## src/rtl/kip_rx_merger.sv

```systemverilog
// Merges local loopback and remote (GULF-Stream) AXI-Stream traffic toward the kernel switch.
// Packet-atomic round-robin arbitration feeding a registered two-entry skid buffer.
module kip_rx_merger #(
  parameter int unsigned AXIS_DATA_WIDTH      = 512,
  parameter int unsigned AXIS_KEEP_WIDTH      = AXIS_DATA_WIDTH / 8,
  parameter int unsigned AXIS_KIP_TUSER_WIDTH = 32,
  parameter int unsigned IP_ADDRESS_WIDTH     = 32,
  parameter int unsigned COUNT_WIDTH          = 32
) (
  input  logic                            i_clk,
  input  logic                            i_ap_rst_n,

  input  logic                            from_local_tvalid,
  output logic                            from_local_tready,
  input  logic [AXIS_DATA_WIDTH-1:0]      from_local_tdata,
  input  logic [AXIS_KEEP_WIDTH-1:0]      from_local_tkeep,
  input  logic [AXIS_KIP_TUSER_WIDTH-1:0] from_local_tuser,
  input  logic                            from_local_tlast,

  input  logic                            from_gs_tvalid,
  output logic                            from_gs_tready,
  input  logic [AXIS_DATA_WIDTH-1:0]      from_gs_tdata,
  input  logic [AXIS_KEEP_WIDTH-1:0]      from_gs_tkeep,
  input  logic [AXIS_KIP_TUSER_WIDTH-1:0] from_gs_tuser,
  input  logic                            from_gs_tlast,

  output logic                            to_kernels_tvalid,
  input  logic                            to_kernels_tready,
  output logic [AXIS_DATA_WIDTH-1:0]      to_kernels_tdata,
  output logic [AXIS_KEEP_WIDTH-1:0]      to_kernels_tkeep,
  output logic [AXIS_KIP_TUSER_WIDTH-1:0] to_kernels_tuser,
  output logic                            to_kernels_tlast,

  output logic [COUNT_WIDTH-1:0]          o_local_pkt_count,
  output logic [COUNT_WIDTH-1:0]          o_remote_pkt_count
);

  localparam int unsigned BeatW =
      AXIS_DATA_WIDTH + AXIS_KEEP_WIDTH + AXIS_KIP_TUSER_WIDTH + 1;

  // tuser must be wide enough to carry the IP address field.
  if (IP_ADDRESS_WIDTH > AXIS_KIP_TUSER_WIDTH) begin : g_tuser_too_narrow
    $error("AXIS_KIP_TUSER_WIDTH must be at least IP_ADDRESS_WIDTH");
  end

  typedef enum logic [1:0] {StIdle, StLocal, StRemote} state_e;

  state_e                 state_q, state_d;
  logic                   last_grant_q, last_grant_d;  // 0 = local, 1 = remote
  logic                   skid_ready_q, skid_ready_d;
  logic [BeatW-1:0]       mem_q [2];
  logic [BeatW-1:0]       mem_d [2];
  logic                   wr_ptr_q, wr_ptr_d;
  logic                   rd_ptr_q, rd_ptr_d;
  logic [1:0]             cnt_q, cnt_d;
  logic [COUNT_WIDTH-1:0] local_cnt_q, local_cnt_d;
  logic [COUNT_WIDTH-1:0] remote_cnt_q, remote_cnt_d;

  logic             grant_local, grant_remote;
  logic             local_acc, remote_acc, push, pop;
  logic [BeatW-1:0] in_beat;

  always_comb begin
    grant_local  = 1'b0;
    grant_remote = 1'b0;
    unique case (state_q)
      StLocal:  grant_local  = 1'b1;
      StRemote: grant_remote = 1'b1;
      default: begin
        if (from_local_tvalid && from_gs_tvalid) begin
          grant_local  = last_grant_q;
          grant_remote = !last_grant_q;
        end else begin
          grant_local  = from_local_tvalid;
          grant_remote = from_gs_tvalid;
        end
      end
    endcase
  end

  assign from_local_tready = grant_local && skid_ready_q;
  assign from_gs_tready    = grant_remote && skid_ready_q;

  assign local_acc  = from_local_tvalid && from_local_tready;
  assign remote_acc = from_gs_tvalid && from_gs_tready;
  assign push       = local_acc || remote_acc;
  assign in_beat    = local_acc
      ? {from_local_tdata, from_local_tkeep, from_local_tuser, from_local_tlast}
      : {from_gs_tdata, from_gs_tkeep, from_gs_tuser, from_gs_tlast};

  assign to_kernels_tvalid = (cnt_q != 2'd0);
  assign pop               = to_kernels_tvalid && to_kernels_tready;
  assign {to_kernels_tdata, to_kernels_tkeep, to_kernels_tuser, to_kernels_tlast} =
      mem_q[rd_ptr_q];

  assign o_local_pkt_count  = local_cnt_q;
  assign o_remote_pkt_count = remote_cnt_q;

  always_comb begin
    state_d      = state_q;
    last_grant_d = last_grant_q;
    if (local_acc) begin
      last_grant_d = 1'b0;
      state_d      = from_local_tlast ? StIdle : StLocal;
    end else if (remote_acc) begin
      last_grant_d = 1'b1;
      state_d      = from_gs_tlast ? StIdle : StRemote;
    end

    mem_d = mem_q;
    if (push) mem_d[wr_ptr_q] = in_beat;
    wr_ptr_d     = wr_ptr_q ^ push;
    rd_ptr_d     = rd_ptr_q ^ pop;
    cnt_d        = cnt_q + {1'b0, push} - {1'b0, pop};
    skid_ready_d = (cnt_d < 2'd2);

    local_cnt_d  = local_cnt_q + {{(COUNT_WIDTH-1){1'b0}}, local_acc && from_local_tlast};
    remote_cnt_d = remote_cnt_q + {{(COUNT_WIDTH-1){1'b0}}, remote_acc && from_gs_tlast};
  end

  // skid_ready_q resets low so neither source is ready while reset is asserted.
  always_ff @(posedge i_clk or negedge i_ap_rst_n) begin
    if (!i_ap_rst_n) begin
      state_q      <= StIdle;
      last_grant_q <= 1'b1;
      skid_ready_q <= 1'b0;
      mem_q[0]     <= '0;
      mem_q[1]     <= '0;
      wr_ptr_q     <= 1'b0;
      rd_ptr_q     <= 1'b0;
      cnt_q        <= 2'd0;
      local_cnt_q  <= '0;
      remote_cnt_q <= '0;
    end else begin
      state_q      <= state_d;
      last_grant_q <= last_grant_d;
      skid_ready_q <= skid_ready_d;
      mem_q        <= mem_d;
      wr_ptr_q     <= wr_ptr_d;
      rd_ptr_q     <= rd_ptr_d;
      cnt_q        <= cnt_d;
      local_cnt_q  <= local_cnt_d;
      remote_cnt_q <= remote_cnt_d;
    end
  end

endmodule

```

## config.mk

```make
export PLATFORM = sky130hd
export DESIGN_NAME = kip_rx_merger
export DESIGN_NICKNAME = d
export VERILOG_FILES = /design/src/rtl/kip_rx_merger.sv
export SDC_FILE = /design/constraint.sdc
export NUM_CORES = 2
export LEC_CHECK = 0
export ABC_AREA = 1
export CORE_AREA = 2 2 736 738
export CTS_BUF_LIST = sky130_fd_sc_hd__clkbuf_8
export DETAILED_ROUTE_END_ITERATION = 16
export DIE_AREA = 0 0 738 740
export PLACE_DENSITY = 0.38
export SYNTH_ARGS = -nofsm -noshare
export SYNTH_HDL_FRONTEND = slang
export SYNTH_SLANG_ARGS = --single-unit
```

## constraint.sdc

```tcl
create_clock -name i_clk -period 2.9 [get_ports i_clk]
set_input_delay 0.29 -clock i_clk [delete_from_list [all_inputs] [get_ports i_clk]]
set_output_delay 0.29 -clock i_clk [all_outputs]
set_load 0.1 [all_outputs]
```

# Word-level counts from Yosys, hierarchy flattened
# Index checks and enable logic that the tools add are counted.
[word_totals] regBits=1290 in_bits=1223 output_inout_bits=676
[classes] add_sub_neg=4 magnitude_cmp=4 n_eq_ne=2 muxes=17 bitwise_logic=4 n_reduce_logical=13
[ops] cell="2-to-1 mux 609 bit" n=5
[ops] cell="bitwise mux 1218 bit" n=1
[ops] cell="demux 609 bit (select 1 bit)" n=1
[ops] cell="adder 32 x 1 -> 32 bit" n=2
[ops] cell="logical AND 1 bit" n=9
[ops] cell="2-to-1 mux 2 bit" n=3
[ops] cell="2-to-1 mux 1 bit" n=5
[ops] cell=">= comparator 2 bit (second input constant)" n=2
[ops] cell="NOT 1 -> 2 bit" n=2
[ops] cell="one-hot mux 1 bit (2 select lines)" n=2
[ops] cell="nonzero test 2 bit" n=2
[ops] cell="adder 2 x 1 -> 2 bit" n=1
[ops] cell="equality test 2 x 1 -> 1 bit (second input constant)" n=1
[ops] cell="equality test 2 bit (second input constant)" n=1
[ops] cell="< comparator 2 x 1 -> 1 bit (second input constant)" n=1
[ops] cell="< comparator 2 bit (second input constant)" n=1
[ops] cell="subtractor 2 x 1 -> 2 bit" n=1
[ops] cell="XOR 1 bit" n=2
[ops] cell="zero test 1 bit" n=1
[ops] cell="logical OR 1 bit" n=1

# Logic depth before layout (Yosys ltp)
[logic_depth] depth_word=9 ltp_mapped=19 depth_no_buf=17

# Worst setup path before layout
# Ideal clock, no wire load.
[synth_path] kind="register -> register" start="register state_q[0]" end="register local_cnt_q[19], in the netlist o_local_pkt_count[19]" setup_time_ps=122 arrival_time_ps=2583 t_required_ps=2778 slack_ps=195 path_stages_with_launch=19 n_path_buf=2 period_less_slack_ps=2705 path_cell_list="dfrtp_1 > inv_1 > ha_1 > nand2_1 > inv_2 > nand2_2 > nand2_4 > nand3_1 > buf_4 > buf_2 > nor2_1 > ha_1 > nand3_1 > nor2_1 > nand2_1 > nor2_2 > nand2_1 > nand2_1 > nand2_1"
[synth_via] elab_chain_len=6 elab_cells_between_ends=7 cone_classes="add/sub (1); eq/ne (2); mux (1); reduce/logical (3)"
[synth_lines] item="from (decl)" line="48" rtl="state_e state_q, state_d;"
[synth_lines] item="from (signal assigned)" line="124" rtl="state_q <= StIdle;"
[synth_lines] item="from (signal assigned)" line="135" rtl="state_q <= state_d;"
[synth_lines] item="equality test 2 bit / equality test 2 x 1 -> 1 bit (equally long branches)" line="66" rtl="unique case (state_q)"
[synth_lines] item="one-hot mux 1 bit (2 select lines) *" line="66"
[synth_lines] item="logical AND 1 bit *" line="81" rtl="assign from_local_tready = grant_local && skid_ready_q;"
[synth_lines] item="logical AND 1 bit *" line="84" rtl="assign local_acc = from_local_tvalid && from_local_tready;"
[synth_lines] item="logical AND 1 bit *" line="117" rtl="local_cnt_d = local_cnt_q + {{(COUNT_WIDTH-1){1'b0}}, local_acc && from_local_tlast};"
[synth_lines] item="adder 32 x 1 -> 32 bit *" line="117"
[synth_lines] item="via local_cnt_d[19]" line="56" rtl="logic [COUNT_WIDTH-1:0] local_cnt_q, local_cnt_d;"
[synth_lines] item="to (signal assigned)" line="142" rtl="local_cnt_q <= local_cnt_d;"
[synth_lines] item="to (decl)" line="56"
# The timed path passes the listed nets; every way through them passes the cells marked *.
# A chain may end at the register's enable or synchronous reset.

# Worst setup path in the final report
[layout_path] start="register rd_ptr_q" end="output port to_kernels_tuser[4]"
[layout_via] elab_chain_len=4
[layout_lines] item="from (decl)" line="54" rtl="logic rd_ptr_q, rd_ptr_d;"
[layout_lines] item="from (signal assigned)" line="140" rtl="rd_ptr_q <= rd_ptr_d;"
[layout_lines] item="NOT 1 -> 2 bit (not written as such)" line="94" rtl="mem_q[rd_ptr_q];"
[layout_lines] item="2-to-1 mux 609 bit (not written as such) (3 in series)" line="94"
[layout_lines] item="to (decl)" line="31" rtl="output logic [AXIS_KIP_TUSER_WIDTH-1:0] to_kernels_tuser,"
# No other way between the ends. The select of a mux whose other input is x is not followed.

==> impl_metrics.json <==
{
  "maxClockFrequency_mhz": 311,
  "report.final.setup_viol": 607,
  "slew_viol_final": 0,
  "cts_buffer_depth": 4,
  "io_buffers": 1898,
  "start_util_pct": 13.0,
  "hpwlAfterDp_mm": 402,
  "drive_above_1_share_pct": 14.6,
  "global_route.overflow_total": 0,
  "worst_slack_ns": -0.311,
  "drt_pass1_iterations": 6,
  "power.density_cell_area_nw_per_um2": 1440,
  "row_count": 270,
  "clock-skew-final_ns": 0.0792,
  "grtUsageTotal_pct": 18.2,
  "postSynthNetCount": 11500,
  "cts.sinks": 1290,
  "failing_checks": "negative setup slack",
  "drc_errors": 0,
  "cellLeakagePower_nw": 64.9,
  "grt_start_max_net_pins": 118,
  "detail_route.wl_per_cell_um": 25.1,
  "synth_seq_area_share_pct": 46.2,
  "gpl.final_weighted_congestion": 0.859,
  "placed_cell_area_um2": 107000,
  "cts.reportedPaths.clkPinSlew_ns": 0.06,
  "synthesis.area_per_instance_um2": 6.78,
  "cts_tree": "yes",
  "syn2layout_area_growth_pct": 84.4,
  "worst_ir_drop_vdd_mv": 1.36,
  "grt_pass1_wl_mm": 699,
  "core_region_area_um2": 539000,
  "routed_via_density": 3.94,
  "final_design_area_no_fill_um2": 129000,
  "clockRootBuffer": "sky130_fd_sc_hd__clkbuf_8",
  "max-slew-margin-rel_pct": 29.5,
  "crit_chain": "buf_12, clkinv_8, buf_16, buf_4, nand2_1, nand2_1, buf_4, buf_12",
  "htree_depth": 5,
  "drt_wl_total_mm": 527,
  "final.period_utilization_pct": 111,
  "final-hold-violation-count": 0,
  "cpMaxStageDelayCell": "sky130_fd_sc_hd__dfrtp_4",
  "critPathMaxStageDelay_ns": 0.48,
  "top_level_ports": 1899,
  "die_y_um": 740,
  "ys.warnings.count": 0,
  "worstPathRequired_ns": 2.61,
  "synth_seq_cells": 1290,
  "post_synth_instance_area_um2": 69800,
  "worstSetupEndpointType": "output pin",
  "synthesis.instances": 10300,
  "antenna_found_initial": 98,
  "max_cap_viol_count": 0,
  "family_with_the_most_delay_on_the_worst_path": "buffers and inverters",
  "total_cts_buffers": 285,
  "worst_setup_path_start_kind": "register",
  "detailroute.via_count": 82900,
  "vias_in_the_first_global_route": 83700,
  "clock_insertion_delay_worst_skew_ns": 1.07,
  "hp-class": "primary input to register",
  "dpl_worst_slack_ns": -0.104,
  "fillers": 59700,
  "status": "finished with violations",
  "die-width_um": 738,
  "rsz0062_at_grt": "true",
  "final_nets": 14800,
  "drtIter0Drc": 6191,
  "design.die.area_um2": 546000,
  "max_slew.worst_pin.slew_ns": 1.06,
  "critPathArrivalTime_ns": 2.92,
  "synth.lib_cells_used.distinct": 26,
  "finalWorstPathRequiredPeriod_ns": 3.21,
  "drtAntennaViolNets": 0,
  "crit_type": "register to output pin",
  "critical_path_peak_fanout": 19,
  "worstPathBufferInverterCount": 6
}
==> cell usage in the layout (no fill, tap or decap), types with 34 or more instances in the layout <==
master                            synthesis  final
sky130_fd_sc_hd__dfrtp_1               1289   1287
sky130_fd_sc_hd__nand4_1                609    609
sky130_fd_sc_hd__nand2_1               5064   4728
sky130_fd_sc_hd__nor2_1                  89     89
sky130_fd_sc_hd__clkbuf_16                0     34
sky130_fd_sc_hd__nand2_2                  1    149
sky130_fd_sc_hd__dlygate4sd3_1            0   1145
sky130_fd_sc_hd__inv_1                 1254   1345
sky130_fd_sc_hd__buf_4                   15    367
sky130_fd_sc_hd__nand2_8                  0     34
sky130_fd_sc_hd__nand3_1               1232   1231
sky130_fd_sc_hd__diode_2                  0     63
sky130_fd_sc_hd__clkdlybuf4s50_1          0   1220
sky130_fd_sc_hd__nand2_4                  1    155
sky130_fd_sc_hd__clkbuf_8                 0    347
sky130_fd_sc_hd__buf_12                   0    788
sky130_fd_sc_hd__buf_16                   0     42
==> cell families after synthesis <==
logic type | count (synthesis) | share of synthesized area [%]
flip-flops | 1290 | 46.2
XOR/XNOR | 35 | 0.439
buffers and inverters | 1934 | 10.7
AND/OR/NAND/NOR | 7028 | 42.3
adder cells (fa/ha/maj) | 11 | 0.197
AO/OA/AOI/OAI | 4 | 0.0323
==> metrics by stage <==
step | util (%) | hold slack, ns | power [mW] | std cells | TNS (ns)
after floorplan | - | -0.00559 | 96.5 | 10300 | 0
after global placement | 19.8 | 0.327 | 156 | 19200 | -3.46
after detailed placement | 19.8 | 0.325 | 156 | 19200 | -2.30
after CTS | 23.3 | 0.000308 | 182 | 20900 | -242.00
after global routing | 23.9 | 0.0303 | 195 | 21000 | -214.71
final | 23.9 | 0.131 | 186 | 21000 | -102.88
==> cell type report <==
class | count | area, µm² | share of cell area (%)
Clock inverter | 138 | 800 | 0.621
Inverter | 1258 | 4750 | 3.69
Tap cell | 7208 | 9020 | 7.01
Multi-Input combinational cell | 7078 | 32200 | 25.0
Antenna cell | 63 | 158 | 0.122
Timing Repair Buffer | 3631 | 44800 | 34.8
Clock buffer | 347 | 4780 | 3.71
Sequential cell | 1290 | 32300 | 25.1
==> routing by layer <==
layer  vias up  track usage [%]  share of wire, %
met1     40700             23.1                43
met3       673             6.59               9.5
li1      38500                -                 -
met5         -                0             0.050
met2      2959             28.4                44
met4        42             5.92               3.5
==> power breakdown <==
part | internal (mW) | switching, mW | total, mW
clock network | 11.0 | 10.0 | 21.1
registers | 26.2 | 4.46 | 30.7
logic | 41.9 | 92.1 | 134
==> repair_timing <==
action	4_1_cts	5_1_grt
buffers inserted	14	42
setup endpoints to repair	611	636
endpoints found under the hold margin	2469	0
pin swaps	4	71
gates cloned	12	40
resized for setup	246	456
hold buffers	1146	0
==> sequential cells by signal, indices dropped and copies added (netlist names) <==
signal / cells
state_q: 2
mem_q: 1218
rd_ptr_q: 1
skid_ready_q: 1
o_local_pkt_count: 32
last_grant_q: 1
cnt_q: 2
wr_ptr_q: 1
o_remote_pkt_count: 32
==> cell usage after synthesis, drive strengths merged <==
cell	instances	area, µm²
xor2	25	219
o21a	1	7.51
dfrtp	1289	32300
nand3	1232	6170
o21ai	2	10.0
ha	11	138
nand2	5066	19000
a21oi	1	5.00
or2	1	6.26
nand4	609	3810
xnor2	10	87.6
inv	1258	4720
buf	261	1220
nand3b	27	203
nor2	91	347
nor3b	1	7.51
dfstp	1	26.3
clkbuf	415	1560
nor3	1	5.00
==> worst paths after layout <==
kind | from | to | slack (ns) | depth (start not counted)
hold reg to reg | mem_q[669] | mem_q[669] | 0.47 | 2
setup reg to reg | state_q[1] | mem_q[995] | 0.03 | 12
min in group asynchronous | i_ap_rst_n | mem_q[341] | 0.23 | 3
max in group asynchronous | i_ap_rst_n | last_grant_q | 1.91 | 3
setup / recovery | rd_ptr_q | to_kernels_tuser[4] | -0.31 | 8
hold / removal | to_kernels_tready | rd_ptr_q | 0.13 | 3
==> worst reg2reg max path, stage by stage (launching register included) <==
cell and delay, ns:
sky130_fd_sc_hd__dfrtp_1 0.41, sky130_fd_sc_hd__ha_4 0.30, sky130_fd_sc_hd__nand2_2 0.05, sky130_fd_sc_hd__inv_2 0.06, sky130_fd_sc_hd__nand2_4 0.06, sky130_fd_sc_hd__nand2_8 0.08
sky130_fd_sc_hd__buf_16 0.13, sky130_fd_sc_hd__buf_4 0.23, sky130_fd_sc_hd__buf_4 0.30, sky130_fd_sc_hd__buf_12 0.39, sky130_fd_sc_hd__nand4_1 0.51, sky130_fd_sc_hd__nand3_1 0.19
sky130_fd_sc_hd__nand2_1 0.06
Power figures use the tool's default switching activity.
